[src/rtl/serial_pattern_detector_pkg.sv]
// Shared types and default widths for the serial pattern detector slice.
package serial_pattern_detector_pkg;

  localparam int SPD_PAT_W = 4;
  localparam int SPD_CNT_W = 8;

  typedef enum logic [1:0] {
    S_IDLE = 2'd0,
    S_FILL = 2'd1,
    S_HUNT = 2'd2
  } spd_state_e;

endpackage

[src/rtl/serial_pattern_detector_if.sv]
// Bit-stream, control and observation bundle between a stream source and the detector.
interface serial_pattern_detector_if
  import serial_pattern_detector_pkg::*;
#(
  parameter int PAT_W = SPD_PAT_W,
  parameter int CNT_W = SPD_CNT_W
);

  logic             bit_valid;
  logic             bit_in;
  logic [PAT_W-1:0] pattern_in;
  logic             pattern_load;
  logic             overlap_en;
  logic             clear;
  logic             detect;
  logic [CNT_W-1:0] match_count;
  logic [PAT_W-1:0] history;
  logic             armed;

  modport master (
    output bit_valid, bit_in, pattern_in, pattern_load, overlap_en, clear,
    input  detect, match_count, history, armed
  );

  modport slave (
    input  bit_valid, bit_in, pattern_in, pattern_load, overlap_en, clear,
    output detect, match_count, history, armed
  );

endinterface

[src/rtl/serial_pattern_detector_sat_counter.sv]
// Saturating up-counter with a clear that takes priority over increment.
module sat_counter #(
  parameter int CNT_W = 8
) (
  input  logic             clk,
  input  logic             rst,
  input  logic             inc,
  input  logic             clr,
  output logic [CNT_W-1:0] q
);

  localparam logic [CNT_W-1:0] CNT_ONE = CNT_W'(1);
  localparam logic [CNT_W-1:0] CNT_MAX = {CNT_W{1'b1}};

  logic [CNT_W-1:0] cnt_r;

  // Count register: clear beats increment, holds once all-ones.
  always_ff @(posedge clk) begin
    if (rst) begin
      cnt_r <= {CNT_W{1'b0}};
    end else if (clr) begin
      cnt_r <= {CNT_W{1'b0}};
    end else if (inc && (cnt_r != CNT_MAX)) begin
      cnt_r <= cnt_r + CNT_ONE;
    end else begin
      cnt_r <= cnt_r;
    end
  end

  assign q = cnt_r;

endmodule

[src/rtl/serial_pattern_detector.sv]
// Detects a programmable PAT_W-bit pattern (MSB first) in a serial stream, with optional overlap.
module serial_pattern_detector
  import serial_pattern_detector_pkg::*;
#(
  parameter int PAT_W = SPD_PAT_W,
  parameter int CNT_W = SPD_CNT_W
) (
  input  logic                   clk,
  input  logic                   rst,
  serial_pattern_detector_if.slave bus
);

  localparam int FILL_W = $clog2(PAT_W + 1);
  localparam logic [FILL_W-1:0] FILL_ZERO = FILL_W'(0);
  localparam logic [FILL_W-1:0] FILL_ONE  = FILL_W'(1);
  localparam logic [FILL_W-1:0] FILL_LAST = FILL_W'(PAT_W - 1);
  localparam logic [FILL_W-1:0] FILL_FULL = FILL_W'(PAT_W);

  spd_state_e       state_r;
  spd_state_e       state_nxt_s;
  logic [PAT_W-1:0] pattern_r;
  logic [PAT_W-1:0] pattern_nxt_s;
  logic [PAT_W-1:0] history_r;
  logic [PAT_W-1:0] history_nxt_s;
  logic [PAT_W-1:0] shift_s;
  logic [FILL_W-1:0] fill_cnt_r;
  logic [FILL_W-1:0] fill_nxt_s;
  logic             detect_r;
  logic             armed_r;
  logic             match_s;
  logic [CNT_W-1:0] count_s;

  assign shift_s = {history_r[PAT_W-2:0], bus.bit_in};

  // Next-state, shifter and comparator; a load pre-empts any bit on the same cycle.
  always_comb begin
    state_nxt_s   = state_r;
    pattern_nxt_s = pattern_r;
    history_nxt_s = history_r;
    fill_nxt_s    = fill_cnt_r;
    match_s       = 1'b0;
    if (bus.pattern_load) begin
      pattern_nxt_s = bus.pattern_in;
      history_nxt_s = {PAT_W{1'b0}};
      fill_nxt_s    = FILL_ZERO;
      state_nxt_s   = S_FILL;
    end else if (bus.bit_valid) begin
      case (state_r)
        S_IDLE: begin
          state_nxt_s = S_IDLE;
        end
        S_FILL, S_HUNT: begin
          history_nxt_s = shift_s;
          fill_nxt_s    = (fill_cnt_r == FILL_FULL) ? FILL_FULL : (fill_cnt_r + FILL_ONE);
          if ((fill_cnt_r >= FILL_LAST) && (shift_s == pattern_r)) begin
            match_s = 1'b1;
            if (bus.overlap_en) begin
              state_nxt_s = S_HUNT;
            end else begin
              history_nxt_s = {PAT_W{1'b0}};
              fill_nxt_s    = FILL_ZERO;
              state_nxt_s   = S_FILL;
            end
          end else if (fill_cnt_r >= FILL_LAST) begin
            state_nxt_s = S_HUNT;
          end else begin
            state_nxt_s = state_r;
          end
        end
        default: begin
          history_nxt_s = {PAT_W{1'b0}};
          fill_nxt_s    = FILL_ZERO;
          state_nxt_s   = S_IDLE;
        end
      endcase
    end else begin
      state_nxt_s = state_r;
    end
  end

  // State, pattern, history and registered output flags.
  always_ff @(posedge clk) begin
    if (rst) begin
      state_r    <= S_IDLE;
      pattern_r  <= {PAT_W{1'b0}};
      history_r  <= {PAT_W{1'b0}};
      fill_cnt_r <= FILL_ZERO;
      detect_r   <= 1'b0;
      armed_r    <= 1'b0;
    end else begin
      state_r    <= state_nxt_s;
      pattern_r  <= pattern_nxt_s;
      history_r  <= history_nxt_s;
      fill_cnt_r <= fill_nxt_s;
      detect_r   <= match_s;
      armed_r    <= (state_nxt_s != S_IDLE);
    end
  end

  sat_counter #(.CNT_W(CNT_W)) u_match_cnt (
    .clk (clk),
    .rst (rst),
    .inc (match_s),
    .clr (bus.clear),
    .q   (count_s)
  );

  assign bus.detect      = detect_r;
  assign bus.match_count = count_s;
  assign bus.history     = history_r;
  assign bus.armed       = armed_r;

endmodule

[src/flat_wrapper.sv]
// flat-port wrapper written by rule: the top's interface ports become plain ports
module serial_pattern_detector_flat import serial_pattern_detector_pkg::*;
#(
  parameter int PAT_W = SPD_PAT_W,
  parameter int CNT_W = SPD_CNT_W
)
  (clk, rst, bus_bit_valid, bus_bit_in, bus_pattern_in, bus_pattern_load, bus_overlap_en, bus_clear, bus_detect, bus_match_count, bus_history, bus_armed);
  serial_pattern_detector_if #(.PAT_W(PAT_W), .CNT_W(CNT_W)) bus_i ();
  input  logic clk;
  input  logic rst;
  input wire logic [$bits(bus_i.bit_valid)-1:0] bus_bit_valid;
  input wire logic [$bits(bus_i.bit_in)-1:0] bus_bit_in;
  input wire logic [$bits(bus_i.pattern_in)-1:0] bus_pattern_in;
  input wire logic [$bits(bus_i.pattern_load)-1:0] bus_pattern_load;
  input wire logic [$bits(bus_i.overlap_en)-1:0] bus_overlap_en;
  input wire logic [$bits(bus_i.clear)-1:0] bus_clear;
  output wire logic [$bits(bus_i.detect)-1:0] bus_detect;
  output wire logic [$bits(bus_i.match_count)-1:0] bus_match_count;
  output wire logic [$bits(bus_i.history)-1:0] bus_history;
  output wire logic [$bits(bus_i.armed)-1:0] bus_armed;
  assign bus_i.bit_valid = bus_bit_valid;
  assign bus_i.bit_in = bus_bit_in;
  assign bus_i.pattern_in = bus_pattern_in;
  assign bus_i.pattern_load = bus_pattern_load;
  assign bus_i.overlap_en = bus_overlap_en;
  assign bus_i.clear = bus_clear;
  assign bus_detect = bus_i.detect;
  assign bus_match_count = bus_i.match_count;
  assign bus_history = bus_i.history;
  assign bus_armed = bus_i.armed;
  serial_pattern_detector #(.PAT_W(PAT_W), .CNT_W(CNT_W)) u_core (.clk(clk), .rst(rst), .bus(bus_i));
endmodule
[config.mk]
export PLATFORM = sky130hd
export DESIGN_NAME = serial_pattern_detector_flat
export DESIGN_NICKNAME = d
export VERILOG_FILES = /design/src/rtl/serial_pattern_detector_pkg.sv /design/src/rtl/serial_pattern_detector_if.sv /design/src/rtl/serial_pattern_detector_sat_counter.sv /design/src/rtl/serial_pattern_detector.sv /design/src/flat_wrapper.sv
export SDC_FILE = /design/constraint.sdc
export NUM_CORES = 1
export LEC_CHECK = 0
export BUFFER_PORTS_ARGS = -buffer_cell sky130_fd_sc_hd__buf_2
export CAP_MARGIN = 20
export CORE_MARGIN = 4
export CORE_UTILIZATION = 45
export CTS_CLUSTER_DIAMETER = 200
export DETAILED_ROUTE_END_ITERATION = 10
export GPL_TIMING_DRIVEN = 0
export PLACE_DENSITY = 0.68
export SYNTH_ARGS = -nofsm -noshare
export SYNTH_HDL_FRONTEND = slang
export SYNTH_SLANG_ARGS = --single-unit
[constraint.sdc]
create_clock -name clk -period 2.7 [get_ports clk]
set_input_delay 0.405 -clock clk [delete_from_list [all_inputs] [get_ports clk]]
set_output_delay 0.405 -clock clk [all_outputs]
set_load 0.05 [all_outputs]
# After elaboration in Yosys (flattened, before gate mapping)
# Cells that the tools add are included.
dict set report word_totals {
  mem_count 0
  latchBits 0
  reg_bits 23
  romBits 0
  ramBits 0
}
dict set report op_classes {
  bitwise 1
  n_reduce_logical 8
  eq_ne 5
  multipliers 0
  n_mux 17
  div 0
  addsub 2
  n_shift 0
  magnitude_cmp 1
}
# cell count
set op_table {}
lappend op_table {{2-to-1 mux 2 bit} 6}
lappend op_table {{2-to-1 mux 3 bit} 3}
lappend op_table {{adder 8 x 1 -> 8 bit (second input constant)} 1}
lappend op_table {{2-to-1 mux 4 bit} 2}
lappend op_table {{!= test 8 bit (second input constant)} 1}
lappend op_table {{case mux 4 bit (2 select lines)} 1}
lappend op_table {{case mux 3 bit (2 select lines)} 1}
lappend op_table {{OR reduction 2 bit} 3}
lappend op_table {{equality test 4 bit} 1}
lappend op_table {{2-to-1 mux 1 bit} 4}
lappend op_table {{adder 3 x 1 -> 3 bit (second input constant)} 1}
lappend op_table {{equality test 3 bit (second input constant)} 1}
lappend op_table {{greater-or-equal comparator 3 x 2 -> 1 bit (second input constant)} 1}
lappend op_table {{equality test 2 x 1 -> 1 bit (second input constant)} 1}
lappend op_table {{equality test 2 bit (second input constant)} 1}
lappend op_table {{logical AND 1 bit} 2}
lappend op_table {{zero test 2 bit} 1}
lappend op_table {{AND reduction 2 bit} 1}
lappend op_table {{nonzero test 2 bit} 1}
lappend op_table {{inverter 1 bit} 1}

# Longest topological paths before layout
dict set report depth {
  ltp_word 7
  ltp_mapped 8
}

# Cells and area by module
# A second synthesis with hierarchy kept.
dict set report hier_totals {
  hier_cells 119
  hier_area_um2 1188.6
}
# module n_inst area_per_inst_um2 cells_each
set modules_own_cells {}
lappend modules_own_cells {serial_pattern_detector 1 753.2 72}
lappend modules_own_cells {sat_counter 1 435.4 47}

# Worst setup path after synthesis
# Ideal clock, no wire load.
dict set report synth_path {
  path_kind {register to register}
  start {register u_core.u_match_cnt.cnt_r[0] (netlist: u_core.u_match_cnt.q[0])}
  end {register u_core.u_match_cnt.cnt_r[4] (netlist: u_core.u_match_cnt.q[4])}
  path_slack_ns 0.505
  setup_time_ns 0.070
  arrival_time_ns 2.125
  n_path_buf 1
  stages_incl_launch_ff 7
  path_cell_list {dfxtp_1 > ha_1 > and3_4 > a2111o_1 > buf_6 > or4_1 > a21oi_1}
}
dict set report synth_between {
  elab_chain_len 2
  elab_cells_between_ends 3
  cone_classes {add/sub (1); eq/ne (1); reduce/logical (1)}
}
# element line
set synth_rtl {}
lappend synth_rtl {{start: declaration} serial_pattern_detector_sat_counter.sv:15} ;# logic [CNT_W-1:0] cnt_r;
lappend synth_rtl {{start signal: assignment} serial_pattern_detector_sat_counter.sv:20} ;# cnt_r <= {CNT_W{1'b0}};
lappend synth_rtl {{start signal: assignment} serial_pattern_detector_sat_counter.sv:22} ;# cnt_r <= {CNT_W{1'b0}};
lappend synth_rtl {{start signal: assignment} serial_pattern_detector_sat_counter.sv:24} ;# cnt_r <= cnt_r + CNT_ONE;
lappend synth_rtl {{parallel branches: the longest is 2 deep, another holds adder 8 x 1 -> 8 bit} n/a}
# Several ways; the timed one is not identified.
# A chain may end at the register's enable or synchronous reset.

# Worst setup path after layout
dict set report layout_path {
  start {register u_core.state_r[0]}
  end {register u_core.u_match_cnt.cnt_r[4] (netlist: u_core.u_match_cnt.q[4])}
}
dict set report layout_between {
  elab_chain_len 6
  elab_cells_between_ends 7
  cone_classes {eq/ne (2); mux (3); reduce/logical (2)}
}
# element line
set layout_rtl {}
lappend layout_rtl {{start: declaration} serial_pattern_detector.sv:19} ;# spd_state_e state_r;
lappend layout_rtl {{start signal: assignment} serial_pattern_detector.sv:91} ;# state_r <= state_nxt_s;
lappend layout_rtl {{equality test 2 x 1 -> 1 bit or equality test 2 bit (tied branches)} serial_pattern_detector.sv:48} ;# case (state_r)
lappend layout_rtl {{OR reduction 2 bit (*)} serial_pattern_detector.sv:48}
lappend layout_rtl {{2-to-1 mux 1 bit (*)} serial_pattern_detector.sv:48}
lappend layout_rtl {{2-to-1 mux 1 bit (*)} serial_pattern_detector.sv:47} ;# end else if (bus.bit_valid) begin
lappend layout_rtl {{2-to-1 mux 1 bit (*)} serial_pattern_detector.sv:42} ;# if (bus.pattern_load) begin
lappend layout_rtl {{logical AND 1 bit (*)} serial_pattern_detector_sat_counter.sv:23} ;# end else if (inc && (cnt_r != CNT_MAX)) begin
lappend layout_rtl {{end signal: assignment} serial_pattern_detector_sat_counter.sv:22}
lappend layout_rtl {{end signal: assignment} serial_pattern_detector_sat_counter.sv:24}
lappend layout_rtl {{end signal: assignment} serial_pattern_detector_sat_counter.sv:26} ;# cnt_r <= cnt_r;
# Mark *: on every way between the ends. The rest lies on a longest branch, timed or not.

==> reports/qor.csv <==
metric,value,unit
status,"finished, final reports clean",
final_design_area_no_fill,1379,µm²
hold_buffers,0,
clkLatencyLatePin,0.31,ns
path_class,flip-flop to flip-flop,
syn2layout_area_growth,14.43,%
use_met1,0.2147,
grt_max_degree,13,
final_cell_mix,"buf_2 (23), dfxtp_1 (23), a21oi_1 (16)",
grt_pass1_vias,1082,
synthCells,141,
gr-max-usage-layer,met2,
ys_warn_count,0,
ir_drop,0.3052,mV
vias_per_cell,5.523,
slew_headroom,0.5686,
dr.pass1.iters,4,
power,572.2,µW
grt_overflow,0,
hold_viol,0,
ys_types,37,
die_w,59.75,µm
clock_path_buffers,2,
ys.flop_type,dfxtp_1,
leakagePower,0.5191,nW
r2r_slack,0.51,ns
synth_edf_count,0,
grt_pass1_wl,4.567,mm
cts_tree,built,
slew_viol_final,0,
diodes,0,
start_kind,flip-flop,
post_dp_cell_area,1353,µm²
clock_skew,0.006349,ns
dieArea,3569,µm²
use_met3,0.02160,
fillers,257,
gp_congestion,0.8199,
dr.first_iter.drc_count,45,
dp_hpwl,1.929,mm
h-tree-depth,1,
fin_crit_sh,0.8124,
multi_input_area,671.9,µm²
num-nets-final,184,
routedWlPerCell,13.11,µm
worst_pin_slew,0.6432,ns
use_met2,0.2685,
tns,0,ns
fin_ws,0.5066,ns
synth_area,1205,µm²
antenna_left,0,
arrival,2.44,ns
syn_area_per_cell,8.545,µm²
routed_wl,2.583,mm
syn_nets,157,
grt_usage,0.1650,
numCtsBuffers,3,
crit_fanout,10,
root_buffer,clkbuf_4,
layout-drive-gt1-share,0.1916,
drc,0,
cts_sinks,23,
dieHeight,59.75,µm
cts_setup_buffers,0,
cp-end-kind,flip-flop,
ys_seq_area_frac,0.3821,
io_buffers,22,
power_density,415.0,nW/µm²
synth-seq-cells,23,
cp_data_required_time,2.95,ns
vias,1088,
io_pins,25,
rsz0062_at_grt,false,
post-route-min-period,2.193,ns
cts_resized,0,
async_flop_share,0,
post-place-ws,0.5493,ns
drv_cap,0,
std_cell_rows,18,
setup_viol,0,
antenna_found_initial,0,
fmax,0.4559,GHz
clk_pin_slew,0.12,ns
coreArea,2522,µm²
holdCritPathClass,primary input to flip-flop,
seq_area,460.4,µm²
start_util,0.4777,
==> worst max-delay path: stages (launching register included) <==
cell and delay (ns):
dfxtp_1 0.38, inv_1 0.05, ha_1 0.26, buf_2 0.19, nand2_1 0.13, a2111o_1 0.35
buf_6 0.16, or4_1 0.46, a21oi_1 0.15
==> flip-flops by register name, summed over array words and instances, names as in the netlist <==
| name | flops |
|---|---|
| u_core.u_match_cnt.q | 8 |
| u_core.bus.history | 4 |
| u_core.pattern_r | 4 |
| u_core.fill_cnt_r | 3 |
| u_core.state_r | 2 |
| u_core.bus.armed | 1 |
| u_core.bus.detect | 1 |
==> Yosys cell counts, drive strengths merged, types with 5 or more instances <==
master | count | area (µm²)
a21oi | 16 | 80.08
clkbuf | 7 | 26.28
dfxtp | 23 | 460.4
ha | 5 | 62.56
inv | 7 | 26.28
mux2i | 6 | 60.06
nand2 | 12 | 45.04
nor2 | 6 | 22.52
o21ai | 5 | 25.02
==> layout make-up <==
class                   instances  area share
multi-input cells             101      0.4873
well taps                      30     0.02722
clock buffers                   4     0.01906
repair buffers                 22     0.07986
flip-flops and latches         23      0.3339
plain buffers                  10     0.03358
inverters                       7     0.01906
==> per-stage QoR <==
| stage | cells | utilization | hold WS, ns |
|---|---|---|---|
| after floorplan | 141 | - | 0.4618 |
| after global placement | 193 | 0.5362 | 0.4381 |
| after detailed placement | 193 | 0.5362 | 0.4500 |
| after CTS | 197 | 0.5466 | 0.3162 |
| after global routing | 197 | 0.5466 | 0.3135 |
| final | 197 | 0.5466 | 0.3262 |
==> power breakdown <==
part	switching [mW]	internal, mW
registers	0.00342	0.345
logic	0.0426	0.0238
clock network	0.0999	0.0576
total	0.146	0.426
==> metal layers <==
layer | wire length, µm | vias up
met3 | 147 | 2
li1 | - | 562
met2 | 1168 | 29
met1 | 1247 | 495
met5 | 0 | -
met4 | 19 | 0
==> final timing paths <==
kind / to / startpoint / depth (start not counted)
min: u_core.pattern_r[0] / bus_pattern_in[0] / 3
max reg2reg: u_core.u_match_cnt.q[4] / u_core.state_r[0] / 8
max: u_core.u_match_cnt.q[4] / u_core.state_r[0] / 8
min reg2reg: u_core.bus.history[3] / u_core.bus.history[3] / 2
==> cell families after synthesis <==
logic type	count (synthesis)	synth area share
AND/OR/NAND/NOR	50	0.2357
AO/OA/AOI/OAI	36	0.1911
flip-flops	23	0.3821
buffers and inverters	17	0.06023
multiplexers	6	0.04985
adder cells (fa/ha/maj)	5	0.05192
XOR/XNOR	4	0.02907
Power figures use the tool's default switching activity.
